## config.mk

```make
export PLATFORM = sky130hd
export DESIGN_NAME = fraction_accumulator4
export DESIGN_NICKNAME = d
export VERILOG_FILES = /design/src/rtl/fraction_accumulator4.sv
export SDC_FILE = /design/constraint.sdc
export NUM_CORES = 1
export LEC_CHECK = 0
export BUFFER_PORTS_ARGS = -buffer_cell sky130_fd_sc_hd__buf_2
export CAP_MARGIN = 5
export CORE_MARGIN = 5
export CORE_UTILIZATION = 30
export DETAILED_ROUTE_END_ITERATION = 7
export SETUP_SLACK_MARGIN = 0.4
export SLEW_MARGIN = 20
export SYNTH_ARGS = -nofsm -noshare
export SYNTH_HDL_FRONTEND = slang
export SYNTH_SLANG_ARGS = --single-unit
```

## constraint.sdc

```tcl
create_clock -name CLK -period 6.33 [get_ports CLK]
set_input_delay 0.633 -clock CLK [delete_from_list [all_inputs] [get_ports CLK]]
set_output_delay 0.633 -clock CLK [all_outputs]
set_load 0.03 [all_outputs]
```

## src/rtl/fraction_accumulator4.sv

```systemverilog
// Sums N_TERMS signed 7-bit fraction products, one per rising edge of Done_in.
// Each block's sum is presented saturated, and held under a Valid/Ack handshake.
module fraction_accumulator4 #(
    parameter int N_TERMS = 4,
    parameter int ACC_W   = 10
) (
    input  logic       CLK,
    input  logic       Rst,
    input  logic       Clr,
    input  logic       Done_in,
    input  logic [6:0] Product,
    input  logic       Ack,
    output logic [6:0] Result,
    output logic       Valid,
    output logic       Ovf,
    output logic       Lost,
    output logic       Hold,
    output logic [2:0] Count
);

    // Handshake: Valid rises with a completed block and holds Result/Ovf frozen
    // until Ack is sampled high; the result transfers on the edge where Valid && Ack.
    typedef enum logic {ACCUM = 1'b0, FULL = 1'b1} state_t;

    localparam logic signed [ACC_W-1:0] SAT_HI = ACC_W'(63);
    localparam logic signed [ACC_W-1:0] SAT_LO = -ACC_W'(64);

    state_t                   state;
    logic                     done_d;
    logic signed [ACC_W-1:0]  acc;
    logic [2:0]               count_r;

    logic                     take;
    logic signed [ACC_W-1:0]  prod_ext;
    logic signed [ACC_W-1:0]  acc_new;
    logic [3:0]               cnt_new;
    logic                     sat_hi;
    logic                     sat_lo;
    logic [6:0]               sat_val;

    always_comb begin
        take     = Done_in & ~done_d;
        prod_ext = {{(ACC_W-7){Product[6]}}, Product};
        acc_new  = acc + prod_ext;
        cnt_new  = {1'b0, count_r} + 4'd1;
        sat_hi   = (acc_new > SAT_HI);
        sat_lo   = (acc_new < SAT_LO);
        sat_val  = acc_new[6:0];
        if (sat_hi)
            sat_val = 7'b0111111;
        else if (sat_lo)
            sat_val = 7'b1000000;
    end

    always_ff @(posedge CLK or posedge Rst) begin
        if (Rst) begin
            state   <= ACCUM;
            done_d  <= 1'b0;
            acc     <= '0;
            count_r <= '0;
            Result  <= '0;
            Ovf     <= 1'b0;
            Lost    <= 1'b0;
        end else begin
            done_d <= Done_in;
            if (Clr) begin
                state   <= ACCUM;
                acc     <= '0;
                count_r <= '0;
                Result  <= '0;
                Ovf     <= 1'b0;
                Lost    <= 1'b0;
            end else begin
                case (state)
                    ACCUM: begin
                        if (take) begin
                            if (cnt_new == 4'(N_TERMS)) begin
                                state   <= FULL;
                                Result  <= sat_val;
                                Ovf     <= sat_hi | sat_lo;
                                acc     <= '0;
                                count_r <= '0;
                            end else begin
                                acc     <= acc_new;
                                count_r <= cnt_new[2:0];
                            end
                        end
                    end
                    FULL: begin
                        if (Ack) begin
                            state <= ACCUM;
                            // A product arriving with the Ack opens the next block.
                            if (take) begin
                                acc     <= prod_ext;
                                count_r <= 3'd1;
                            end
                        end else if (take) begin
                            Lost <= 1'b1;
                        end
                    end
                    default: state <= ACCUM;
                endcase
            end
        end
    end

    assign Valid = (state == FULL);
    assign Hold  = Valid;
    assign Count = count_r;

endmodule

```

* After elaboration in Yosys (flattened, before gate mapping) *
Index checks and enable logic that the tools add are counted.

storage, ports and cells
  memories = 0
  output and inout bits = 14
  register bits after elaboration = 24
  memory bits (read-only) = 0
  bits in latches = 0
  memory bits (writable) = 0

operators by class
  mux-type cells = 31
  $mul = 0
  shift operators = 0
  $add $sub $neg = 2
  divide/modulo/power cells = 0
  $lt $le $gt $ge = 2
  bitwise logic cells = 4
  equal/unequal tests = 6
  reductions and logical operators = 6

operators with widths
  kind                                                         number
  two-way mux 10 bit                                           5
  two-way mux 7 bit                                            6
  case mux 10 bit (2 select lines)                             1
  two-way mux 3 bit                                            5
  two-way mux 1 bit                                            12
  adder 10 x 7 -> 10 bit                                       1
  > comparator 10 x 7 -> 1 bit, second input constant          1
  less-than comparator 10 x 7 -> 1 bit, second input constant  1
  AND reduction 3 bit                                          3
  inequality test 3 bit, second input constant                 2
  case mux 3 bit (2 select lines)                              1
  nonzero test 2 bit                                           3
  adder 3 x 1 -> 4 bit, second input constant                  1
  equality test 4 x 3 -> 1 bit, second input constant          1
  inequality test 2 bit, second input constant                 2
  inequality test 3 x 2 -> 1 bit, second input constant        1
  inverter 1 bit                                               2
  case mux 1 bit (2 select lines)                              1
  bitwise AND 1 bit                                            1
  OR 1 bit                                                     1

* Depth between registers and ports, before layout *
Gate-level depths: netlist (run 1).

  depth after elaboration = 8
  gate-level depth with buffers = 8
  depth with buffers taken out = 8

* Least setup slack after synthesis (run 1) *
Ideal clock, no wire load.

  kind = input-to-reg
  start = input Product[0]
  end = register Result[0]
  setup time = 0.126 ns
  slack = 3.442 ns
  stages on the path = 8
  buffers on the path = 0
  arrival = 2.762 ns
  data required time = 6.204 ns
  cell sequence = ha_1 -> fa_1 -> nand3_1 -> a21oi_1 -> or4_4 -> a2111o_1 -> nor3b_4 -> a221o_1

on the way
  cells in the longest elaborated chain, start to end = 8
  elaborated cells between the ends (all ways) = 9
  those cells by class = 1 x add/sub; 2 x order compare; 6 x mux

RTL lines
  item                                  RTL line  text
  start: declaration                    11        input logic [6:0] Product,
  adder 10 x 7 -> 10 bit *              44        acc_new = acc + prod_ext;
  less-than comparator 10 x 7 -> 1 bit  47        sat_lo = (acc_new < SAT_LO);
  two-way mux 7 bit                     51        else if (sat_lo)
  two-way mux 7 bit *                   49        if (sat_hi)
  two-way mux 7 bit *                   77        if (cnt_new == 4'(N_TERMS)) begin
  two-way mux 7 bit *                   76        if (take) begin
  two-way mux 7 bit *                   74        case (state)
  two-way mux 7 bit *                   66        if (Clr) begin
  end signal: assignment                79        Result <= sat_val;
  end: declaration                      13        output logic [6:0] Result,

Every way passes the cells marked *; elsewhere a longest branch is shown, timed or not. The select of a mux whose other input is x is not followed.
A chain may end at the register's enable or synchronous reset.

* Final worst setup path (run 1) *
  start = input Product[0]
  end = register Result[1]

Same word-level chain as after synthesis.

==> flow_summary.json, run 1 <==
{
  "cts-resized-gates": 0,
  "fin_util_pct": 34.75,
  "dr_total_vias": 1393,
  "hpwlAfterDp_um": 2900,
  "final.period_utilization_pct": 44.59,
  "synth_top_cell_area_share_pct": 35.79,
  "timing.final.hold_violations": 0,
  "core_area_mm2": 0.005473,
  "timing.fmax_mhz": 354.3,
  "tritoncts": "yes",
  "num_antenna_cells": 0,
  "largest_clock_skew_in_the_final_design_ps": 13.13,
  "netlist_area_mm2": 0.001678,
  "clock-root-buffer": "sky130_fd_sc_hd__clkbuf_8",
  "post_synthesis_area_per_instance_um2": 9.426,
  "globalRoute.totalOverflow": 0,
  "yosys.cell_types.count": 50,
  "cpPeakStageDelay_ps": 490,
  "timing.critical_path.from_type": "input port",
  "worst_ep_arrival_time_ps": 2990,
  "regToRegSetupSlack_ps": 3570,
  "ir_drop_uv": 119.2,
  "floorplan.die.height_um": 84.79,
  "max_stage_delay_cell_worst_path": "sky130_fd_sc_hd__or4_4",
  "post_drt_via_cell_ratio": 5.121,
  "ant_nets": 0,
  "grt_pass1_vias": 1407,
  "number_of_input_and_output_port_buffers_inserted": 25,
  "p_leak_nw": 0.9052,
  "setup_violations": 0,
  "ctsHtreeMaxLevel": 1,
  "unrepaired_setup_endpoints_after_global_routing": "no",
  "synth_flop_cell": "sky130_fd_sc_hd__dfrtp_1",
  "yosys-top-cells-area": "sky130_fd_sc_hd__dfrtp_1 36%, sky130_fd_sc_hd__ha_1 8.2%, sky130_fd_sc_hd__nand2_1 5.6%, sky130_fd_sc_hd__o221ai_1 3.7%, sky130_fd_sc_hd__o21ai_0 3.3%",
  "io-pin-count": 26,
  "clock_tree.buffer_depth": 2,
  "detail_route.first_pass.iterations": 4,
  "critical_path.cell_chain": "buf_2 -> ha_1 -> fa_1 -> nand3_1 -> a21oi_1 -> or4_4 -> a2111o_1 -> nor3b_4 -> a221o_1",
  "yosys.area.top_type": "sky130_fd_sc_hd__dfrtp_1",
  "track_usage_pct": 11.17,
  "clkTransAtPathRegs_ps": 100,
  "cts_sinks": 24,
  "worstHoldPathType": "in2async",
  "drt-total-wl_um": 3777,
  "grt_start_max_net_pins": 25,
  "power-per-cell-area_mw_per_mm2": 210.2,
  "drtIter0Drc": 60,
  "place_congestion": 0.7799,
  "synth.yosys.seq_area_share_pct": 35.79,
  "placed_cell_area_mm2": 0.001831,
  "synthesis.yosys.warnings": 0,
  "die_area_mm2": 0.007189,
  "synthesis.nets": 202,
  "cts_post_setup_buffers_inserted": 0,
  "final.setup.tns_ps": 0,
  "grt_pass1_wl_um": 6610,
  "synth-seq-cells": 24,
  "worst_hold_margin_ps": 423.5,
  "timing_worst_setup_path_type": "in2reg",
  "post-place-ws_ps": 3214,
  "cts_inserted_buffers": 3,
  "areaGrowthSynthToFinish_pct": 13.35,
  "drcViolationCount": 0,
  "drt-wirelength-per-cell_um": 13.89,
  "async_flop_share_pct": 100.0,
  "grt_antenna_before_repair": 0,
  "worstSetupEndpointType": "register",
  "layout_min_cycle_time_ps": 2822,
  "timing.final.max_slew_violations": 0,
  "maxCapViolCount": 0,
  "synth-edff-count": 0,
  "final_layout_size_suffix_gt1_share_pct": 20.50,
  "chipWidth_um": 84.79,
  "syn-instance-count": 178,
  "critPathLaunch": "Product[0]",
  "setup_ws_ps": 3508,
  "r2r_worst_path_depth": 8,
  "cts.hold.buffers_added": 0,
  "critical_path.top_delay_family": "compound AO/OA/AOI/OAI gates",
  "data_required_time_of_the_worst_path_ps": 6500,
  "floorplan.rows": 27,
  "critical_path.max_fanout": 5,
  "initial_core_util_pct": 30.66,
  "timing.max_slew.rel_slack_pct": 39.76,
  "r2r-end": "Result[1]$_DFFE_PP0P_",
  "critPathBufInv": 1,
  "final_non_filler_cell_area_mm2": 0.001902,
  "run_status": "completed",
  "clock_latency_ps": 280,
  "max_slew.worst_pin.slew_ps": 898.0,
  "num-nets-final": 225,
  "worst_r2r_startpoint": "acc[0]$_DFFE_PP0P_"
}
[cell families after synthesis]
| group | count (synthesis) | synth area share (%) |
|---|---|---|
| buffers and inverters | 13 | 5.294 |
| flip-flops | 24 | 35.79 |
| AO/OA/AOI/OAI | 59 | 26.62 |
| AND/OR/NAND/NOR | 63 | 18.72 |
| XOR/XNOR | 6 | 3.580 |
| multiplexers | 1 | 0.5966 |
| adder cells (fa/ha/maj) | 12 | 9.396 |
[layout make-up]
type                            instances  area, µm²
Fill cell                             595       3571
Timing Repair Buffer                   26      132.6
Clock buffer                            3      41.29
Sequential cell                        24      600.6
Multi-Input combinational cell        141      988.4
Clock inverter                          1      30.03
Tap cell                               72      90.09
Inverter                                5      18.77
[Yosys cell counts (2+ instances only)]
cell type and count:
sky130_fd_sc_hd__a211oi_2 2, sky130_fd_sc_hd__a21o_1 4, sky130_fd_sc_hd__a21oi_1 7, sky130_fd_sc_hd__a21oi_2 2, sky130_fd_sc_hd__a221o_1 5, sky130_fd_sc_hd__a31oi_1 2
sky130_fd_sc_hd__buf_4 2, sky130_fd_sc_hd__buf_6 3, sky130_fd_sc_hd__clkbuf_1 2, sky130_fd_sc_hd__dfrtp_1 24, sky130_fd_sc_hd__ha_1 11, sky130_fd_sc_hd__inv_1 5
sky130_fd_sc_hd__nand2_1 25, sky130_fd_sc_hd__nand2b_1 5, sky130_fd_sc_hd__nand3_1 3, sky130_fd_sc_hd__nand3b_1 2, sky130_fd_sc_hd__nand4_1 2, sky130_fd_sc_hd__nor2_1 14
sky130_fd_sc_hd__nor2b_1 4, sky130_fd_sc_hd__nor3_1 2, sky130_fd_sc_hd__o21ai_0 11, sky130_fd_sc_hd__o21ai_1 2, sky130_fd_sc_hd__o221ai_1 7, sky130_fd_sc_hd__o31ai_1 3
sky130_fd_sc_hd__xnor2_1 2, sky130_fd_sc_hd__xor2_1 3
[metrics by stage]
| step | power, mW | cells |
|---|---|---|
| after floorplan | 0.2468 | 178 |
| after global placement | 0.2646 | 268 |
| after detailed placement | 0.2653 | 268 |
| after CTS | 0.4054 | 272 |
| after global routing | 0.4236 | 272 |
| final | 0.3998 | 272 |
[state kept, by name, summed over array words and instances (netlist names)]
name	count
Result	7
Ovf	1
Count	3
Lost	1
acc	10
done_d	1
Hold	1
[layer usage]
metal  GRT usage [%]  up-vias  wire (µm)  share of wire (%)
met5               0        -          0                  0
met4           2.302        0         18               0.48
met3           2.748        2        138                3.7
met2           17.65       25       1705                 45
met1           15.48      660       1915                 51
li1                -      706          -                  -
[worst max path at each step]
stage                            endpoint  slack [ps]  cells past startpoint
finish              Result[1]$_DFFE_PP0P_        3510                      9
CTS                 Result[1]$_DFFE_PP0P_        3520                      9
floorplan           Result[0]$_DFFE_PP0P_        3440                      8
global route        Result[4]$_DFFE_PP0P_        3390                      9
detailed placement  Result[1]$_DFFE_PP0P_        3210                      9
global placement    Result[2]$_DFFE_PP0P_        3250                      9
[power breakdown]
group	internal (mW)	switching (mW)	total (mW)
Combinational	0.0381	0.0604	0.0985
Clock	0.0846	0.0529	0.138
Sequential	0.159	0.00444	0.164
[cell usage in the layout (no fill, tap or decap), types with 2 or more instances in the layout]
cell type,instances
sky130_fd_sc_hd__nand2_1,25
sky130_fd_sc_hd__buf_2,25
sky130_fd_sc_hd__dfrtp_1,24
sky130_fd_sc_hd__nor2_1,14
sky130_fd_sc_hd__o21ai_0,11
sky130_fd_sc_hd__ha_1,11
sky130_fd_sc_hd__a21oi_1,7
sky130_fd_sc_hd__o221ai_1,7
sky130_fd_sc_hd__nand2b_1,5
sky130_fd_sc_hd__a221o_1,5
sky130_fd_sc_hd__a21o_1,4
sky130_fd_sc_hd__nor2b_1,4
sky130_fd_sc_hd__inv_1,4
sky130_fd_sc_hd__nand3_1,3
sky130_fd_sc_hd__o31ai_1,3
sky130_fd_sc_hd__xor2_1,3
sky130_fd_sc_hd__clkbuf_8,3
sky130_fd_sc_hd__nor3_1,2
sky130_fd_sc_hd__xnor2_1,2
sky130_fd_sc_hd__a21oi_2,2
sky130_fd_sc_hd__a211oi_2,2
sky130_fd_sc_hd__nand4_1,2
sky130_fd_sc_hd__nand3b_1,2
sky130_fd_sc_hd__a31oi_1,2
sky130_fd_sc_hd__o21ai_1,2
Note: power is estimated with default switching activity, not from simulation.
==> run 2: changes to the inputs <==
- clock period: 6.33 -> 2.4 ns (I/O delays scaled with it)
==> run 2 against run 1 <==
  * The flow now finishes with violations (setup timing)
  * First-iteration DRC count rose by 30%
  * Register-to-register slack got worse by 3700 ps
  * Utilization rose by 5.7 points
  * Highest routed layer unchanged
==> flow_summary.json, run 2 (synthesized netlist as in run 1, its figures left out) <==
{
  "run_status": "finished, violations left",
  "violated_checks": "setup timing",
  "areaGrowthSynthToFinish_pct": 31.99,
  "floorplan.die.height_um": 84.79,
  "core_area_mm2": 0.005473,
  "unrepaired_setup_endpoints_after_global_routing": "yes",
  "final.setup.tns_ps": -620.1,
  "ant_nets": 0,
  "clock_tree.buffer_depth": 2,
  "fin_util_pct": 40.47,
  "critical_path.cell_chain": "ha_2 -> fa_2 -> nand3_2 -> a21oi_2 -> or4_4 -> a2111o_1 -> nor3b_4 -> a221o_1",
  "clock_latency_ps": 260,
  "drt-wirelength-per-cell_um": 14.07,
  "max_stage_delay_cell_worst_path": "sky130_fd_sc_hd__or4_4",
  "grt_pass1_wl_um": 7148,
  "worst_ep_arrival_time_ps": 2680,
  "timing.max_slew.rel_slack_pct": 53.07,
  "largest_reg_flops": 10,
  "timing_worst_setup_path_type": "reg2reg",
  "cpPeakStageDelay_ps": 480,
  "maxCapViolCount": 0,
  "hpwlAfterDp_um": 3129,
  "grt_antenna_before_repair": 0,
  "setup_ws_ps": -127.7,
  "track_usage_pct": 12.01,
  "dr_total_vias": 1517,
  "detail_route.first_pass.iterations": 4,
  "chipWidth_um": 84.79,
  "ctsHtreeMaxLevel": 1,
  "layout_common_cells": "25 x sky130_fd_sc_hd__nand2_1, 25 x sky130_fd_sc_hd__buf_2, 24 x sky130_fd_sc_hd__dfrtp_1",
  "timing.final.max_slew_violations": 0,
  "timing.fmax_mhz": 395.6,
  "post-place-ws_ps": -125.7,
  "power-per-cell-area_mw_per_mm2": 496.2,
  "p_leak_nw": 1.027,
  "final.period_utilization_pct": 105.3,
  "cts.hold.buffers_added": 0,
  "initial_core_util_pct": 30.66,
  "io-pin-count": 26,
  "total_chip_power_mw": 1.099,
  "ir_drop_uv": 259.0,
  "timing.critical_path.from_type": "register",
  "grt_start_max_net_pins": 25,
  "cts_inserted_buffers": 3,
  "worst_hold_margin_ps": 11.10,
  "post_drt_via_cell_ratio": 5.125,
  "max_slew.worst_pin.slew_ps": 700.7,
  "setup_violations": 7,
  "drcViolationCount": 0,
  "cts_sinks": 24,
  "critical_path.max_fanout": 5,
  "final_layout_size_suffix_gt1_share_pct": 37.05,
  "clock-root-buffer": "sky130_fd_sc_hd__clkbuf_8",
  "drtIter0Drc": 78,
  "worstSetupEndpointType": "register",
  "num-nets-final": 249,
  "grt_pass1_vias": 1472,
  "max_flop_register": "acc",
  "largest_clock_skew_in_the_final_design_ps": 4.142,
  "layout_min_cycle_time_ps": 2528,
  "clkTransAtPathRegs_ps": 90,
  "tritoncts": "yes",
  "data_required_time_of_the_worst_path_ps": 2550,
  "place_congestion": 0.7705,
  "floorplan.rows": 27,
  "worstHoldPathType": "in2async",
  "num_antenna_cells": 0,
  "drt-total-wl_um": 4164,
  "globalRoute.totalOverflow": 0,
  "die_area_mm2": 0.007189,
  "timing.final.hold_violations": 0,
  "fill_cells": 566,
  "number_of_input_and_output_port_buffers_inserted": 25
}
run 2: critical path: cells and delay by family, from the launching register on:
kind	cells	cell delay, ps
adders and majority gates	2	550
and+or+nand+nor	3	730
AOI/OAI and AO/OA	3	740
DFF	1	390
run 2: cell type report:
cell class,instances,area (µm²),area share (%)
clock buffer,4,55.05,2.486
inverter,5,18.77,0.8475
multi-input combinational,141,1130,51.02
sequential,24,600.6,27.12
tap,72,90.09,4.068
timing repair buffer,50,320.3,14.46
run 2: repair_timing:
action / in CTS / in global routing
pin swaps: 9 / 8
gates resized for setup: 11 / 12
setup buffers: 4 / 1
endpoints found under the setup margin: 12 / 14
run 2: worst paths after layout:
| kind | start | to | slack [ps] | cells after the start |
|---|---|---|---|---|
| worst max-delay path | acc[0]$_DFFE_PP0P_ | Result[2]$_DFFE_PP0P_ | -130 | 8 |
| worst min-delay path | Rst | Result[2]$_DFFE_PP0P_ | 10 | 3 |
| worst max register to register | acc[0]$_DFFE_PP0P_ | Result[2]$_DFFE_PP0P_ | -130 | 8 |
| worst min register to register | Ovf$_DFFE_PP0P_ | Ovf$_DFFE_PP0P_ | 500 | 2 |
| max in group asynchronous | Rst | acc[4]$_DFFE_PP0P_ | 2140 | 3 |
| min in group CLK | Done_in | done_d$_DFF_PP0_ | 110 | 1 |
run 2: metrics by stage:
stage / std cells / instance area [µm²]
6_report: 296 / 2215
5_1_grt: 296 / 2215
2_1_floorplan: 178 / 1692
3_5_place_dp: 287 / 1987
3_3_place_gp: 287 / 1987
4_1_cts: 295 / 2131
run 2: metal layers:
layer | GRT usage (%) | part of all wire [%] | vias up
met5 | 0 | 0 | -
met4 | 1.727 | 0.46 | 0
met3 | 2.159 | 5.3 | 2
met2 | 19.93 | 47 | 35
met1 | 16.67 | 47 | 725
li1 | - | - | 755
run 2: power by group:
group / switching, mW / leakage, nW / internal, mW
registers: 0.0139 / 0.328 / 0.420
logic: 0.206 / 0.671 / 0.183
clock network: 0.129 / 0.0288 / 0.146
total: 0.349 / 1.03 / 0.750
==> run 3: changes to the inputs <==
- RECOVER_POWER: not set -> 25
- TNS_END_PERCENT: not set -> 30
==> run 3 against run 2 <==
  * The run still ends with setup timing left
  * Sequential cell count unchanged
  * Worst hold slack improved by 100 ps
  * Clock skew increased by 3.3 ps
  * Worst setup slack got worse by 5.0 ps
  * Sequential share of layout area increased by 0.68 points
  * Critical path type unchanged
  * Routed wire length increased by 2.3%
  * Combinational power decreased by 6.2%
  * Die area unchanged
  * Fmax decreased by 0.20%
  * Clock-buffer cell count unchanged
==> flow_summary.json, run 3 (synthesized netlist as in run 1, its figures left out) <==
{
  "run_status": "finished, violations left",
  "violated_checks": "setup timing",
  "ctsHtreeMaxLevel": 1,
  "core_area_mm2": 0.005473,
  "maxCapViolCount": 0,
  "layout_min_cycle_time_ps": 2533,
  "drt-total-wl_um": 4260,
  "place_congestion": 0.7778,
  "grt_start_max_net_pins": 25,
  "cts_inserted_buffers": 3,
  "grt_pass1_wl_um": 7182,
  "post_drt_via_cell_ratio": 5.041,
  "die_area_mm2": 0.007189,
  "worstHoldPathType": "in2reg",
  "timing.fmax_mhz": 394.8,
  "timing.critical_path.from_type": "register",
  "globalRoute.totalOverflow": 0,
  "r2r_worst_path_depth": 8,
  "clock-root-buffer": "sky130_fd_sc_hd__clkbuf_8",
  "floorplan.die.height_um": 84.79,
  "power-per-cell-area_mw_per_mm2": 500.8,
  "ant_nets": 0,
  "regToRegSetupSlack_ps": -130,
  "critical_path.max_fanout": 5,
  "initial_core_util_pct": 30.66,
  "clock_tree.buffer_depth": 2,
  "critical_path.endpoint": "Result[2]$_DFFE_PP0P_",
  "num-nets-final": 246,
  "layout_common_cells": "25 x sky130_fd_sc_hd__nand2_1, 24 x sky130_fd_sc_hd__dfrtp_1, 24 x sky130_fd_sc_hd__buf_2",
  "largest_clock_skew_in_the_final_design_ps": 7.426,
  "final.period_utilization_pct": 105.5,
  "critPathLaunch": "acc[0]$_DFFE_PP0P_",
  "grt_antenna_before_repair": 0,
  "p_leak_nw": 1.003,
  "setup_ws_ps": -132.7,
  "drtIter0Drc": 77,
  "worstSetupEndpointType": "register",
  "grt_pass1_vias": 1487,
  "detail_route.first_pass.iterations": 4,
  "largest_reg_flops": 10,
  "timing.final.hold_violations": 0,
  "worst_r2r_startpoint": "acc[0]$_DFFE_PP0P_",
  "areaGrowthSynthToFinish_pct": 28.78,
  "max_flop_register": "acc",
  "ir_drop_uv": 260.6,
  "track_usage_pct": 12.12,
  "drt-wirelength-per-cell_um": 14.54,
  "hpwlAfterDp_um": 3107,
  "post-place-ws_ps": -120.1,
  "timing_worst_setup_path_type": "reg2reg",
  "floorplan.rows": 27,
  "clock_latency_ps": 270,
  "r2r-end": "Result[2]$_DFFE_PP0P_",
  "unrepaired_setup_endpoints_after_global_routing": "yes",
  "timing.max_slew.rel_slack_pct": 9.118,
  "tritoncts": "yes",
  "clkTransAtPathRegs_ps": 90,
  "data_required_time_of_the_worst_path_ps": 2560,
  "timing.final.max_slew_violations": 0,
  "dr_total_vias": 1477,
  "max_slew.worst_pin.slew_ps": 1363,
  "cts_sinks": 24,
  "drcViolationCount": 0,
  "setup_violations": 5,
  "num_antenna_cells": 0,
  "io-pin-count": 26,
  "final_layout_size_suffix_gt1_share_pct": 33.48,
  "worst_hold_margin_ps": 111.5,
  "worst_ep_arrival_time_ps": 2690,
  "chipWidth_um": 84.79,
  "number_of_input_and_output_port_buffers_inserted": 25,
  "layout_commonest_cell": "sky130_fd_sc_hd__nand2_1",
  "fin_util_pct": 39.48,
  "final.setup.tns_ps": -626.9
}
[run 3: cell count changes in the layout (fill, tap and decap cells not counted), sizes merged]
cell / change
clkbuf: +2
buf: -5
[run 3: worst min path at each step]
stage,slack (ps),end,cells after the start,from
floorplan,250,Count[0]$_DFFE_PP0P_,1,Rst
global placement,310,Result[0]$_DFFE_PP0P_,3,Rst
detailed placement,310,Result[0]$_DFFE_PP0P_,3,Rst
CTS,10,Result[5]$_DFFE_PP0P_,3,Rst
global route,110,done_d$_DFF_PP0_,1,Done_in
finish,110,done_d$_DFF_PP0_,1,Done_in
[run 3: through the flow]
step	area, µm²	total power, mW	cells
2_1_floorplan	1692	0.6533	178
3_3_place_gp	1987	0.7523	287
3_5_place_dp	1987	0.7533	287
4_1_cts	2111	1.062	292
5_1_grt	2161	1.146	293
6_report	2161	1.082	293
[run 3: area by class of cell]
type | instances | area (µm²)
fill | 579 | 3312
multi-input combinational | 141 | 1100
sequential | 24 | 600.6
timing repair buffer | 47 | 296.5
tap | 72 | 90.09
clock buffer | 4 | 55.05
inverter | 5 | 18.77
[run 3: critical path, stage by stage (launching register included)]
cell and delay [ps]:
sky130_fd_sc_hd__dfrtp_1 400, sky130_fd_sc_hd__ha_2 190, sky130_fd_sc_hd__fa_2 350, sky130_fd_sc_hd__nand3_2 70, sky130_fd_sc_hd__a21oi_2 60, sky130_fd_sc_hd__or4_4 480
sky130_fd_sc_hd__a2111o_1 420, sky130_fd_sc_hd__nor3b_4 180, sky130_fd_sc_hd__a221o_1 280
[run 3: where the power goes]
| group | internal [mW] | switching (mW) | total [mW] | leakage [nW] |
|---|---|---|---|---|
| Clock | 0.147 | 0.137 | 0.284 | 0.0288 |
| Sequential | 0.420 | 0.0134 | 0.434 | 0.328 |
| Combinational | 0.165 | 0.200 | 0.365 | 0.647 |
| Total | 0.732 | 0.350 | 1.08 | 1.00 |
[run 3: timing repair]
item | in CTS | in global routing
hold buffers | 0 | 0
pin swaps | 10 | 9
gates resized for setup | 10 | 7
setup endpoints to repair | 12 | 13
buffers inserted | 1 | 1
[run 3: layer usage]
metal	vias to the layer above	wire (µm)	track usage, %
met5	-	0	0
li1	745	-	-
met2	35	2010	20.50
met1	697	2014	15.43
met4	0	0	2.158
met3	0	235	3.631
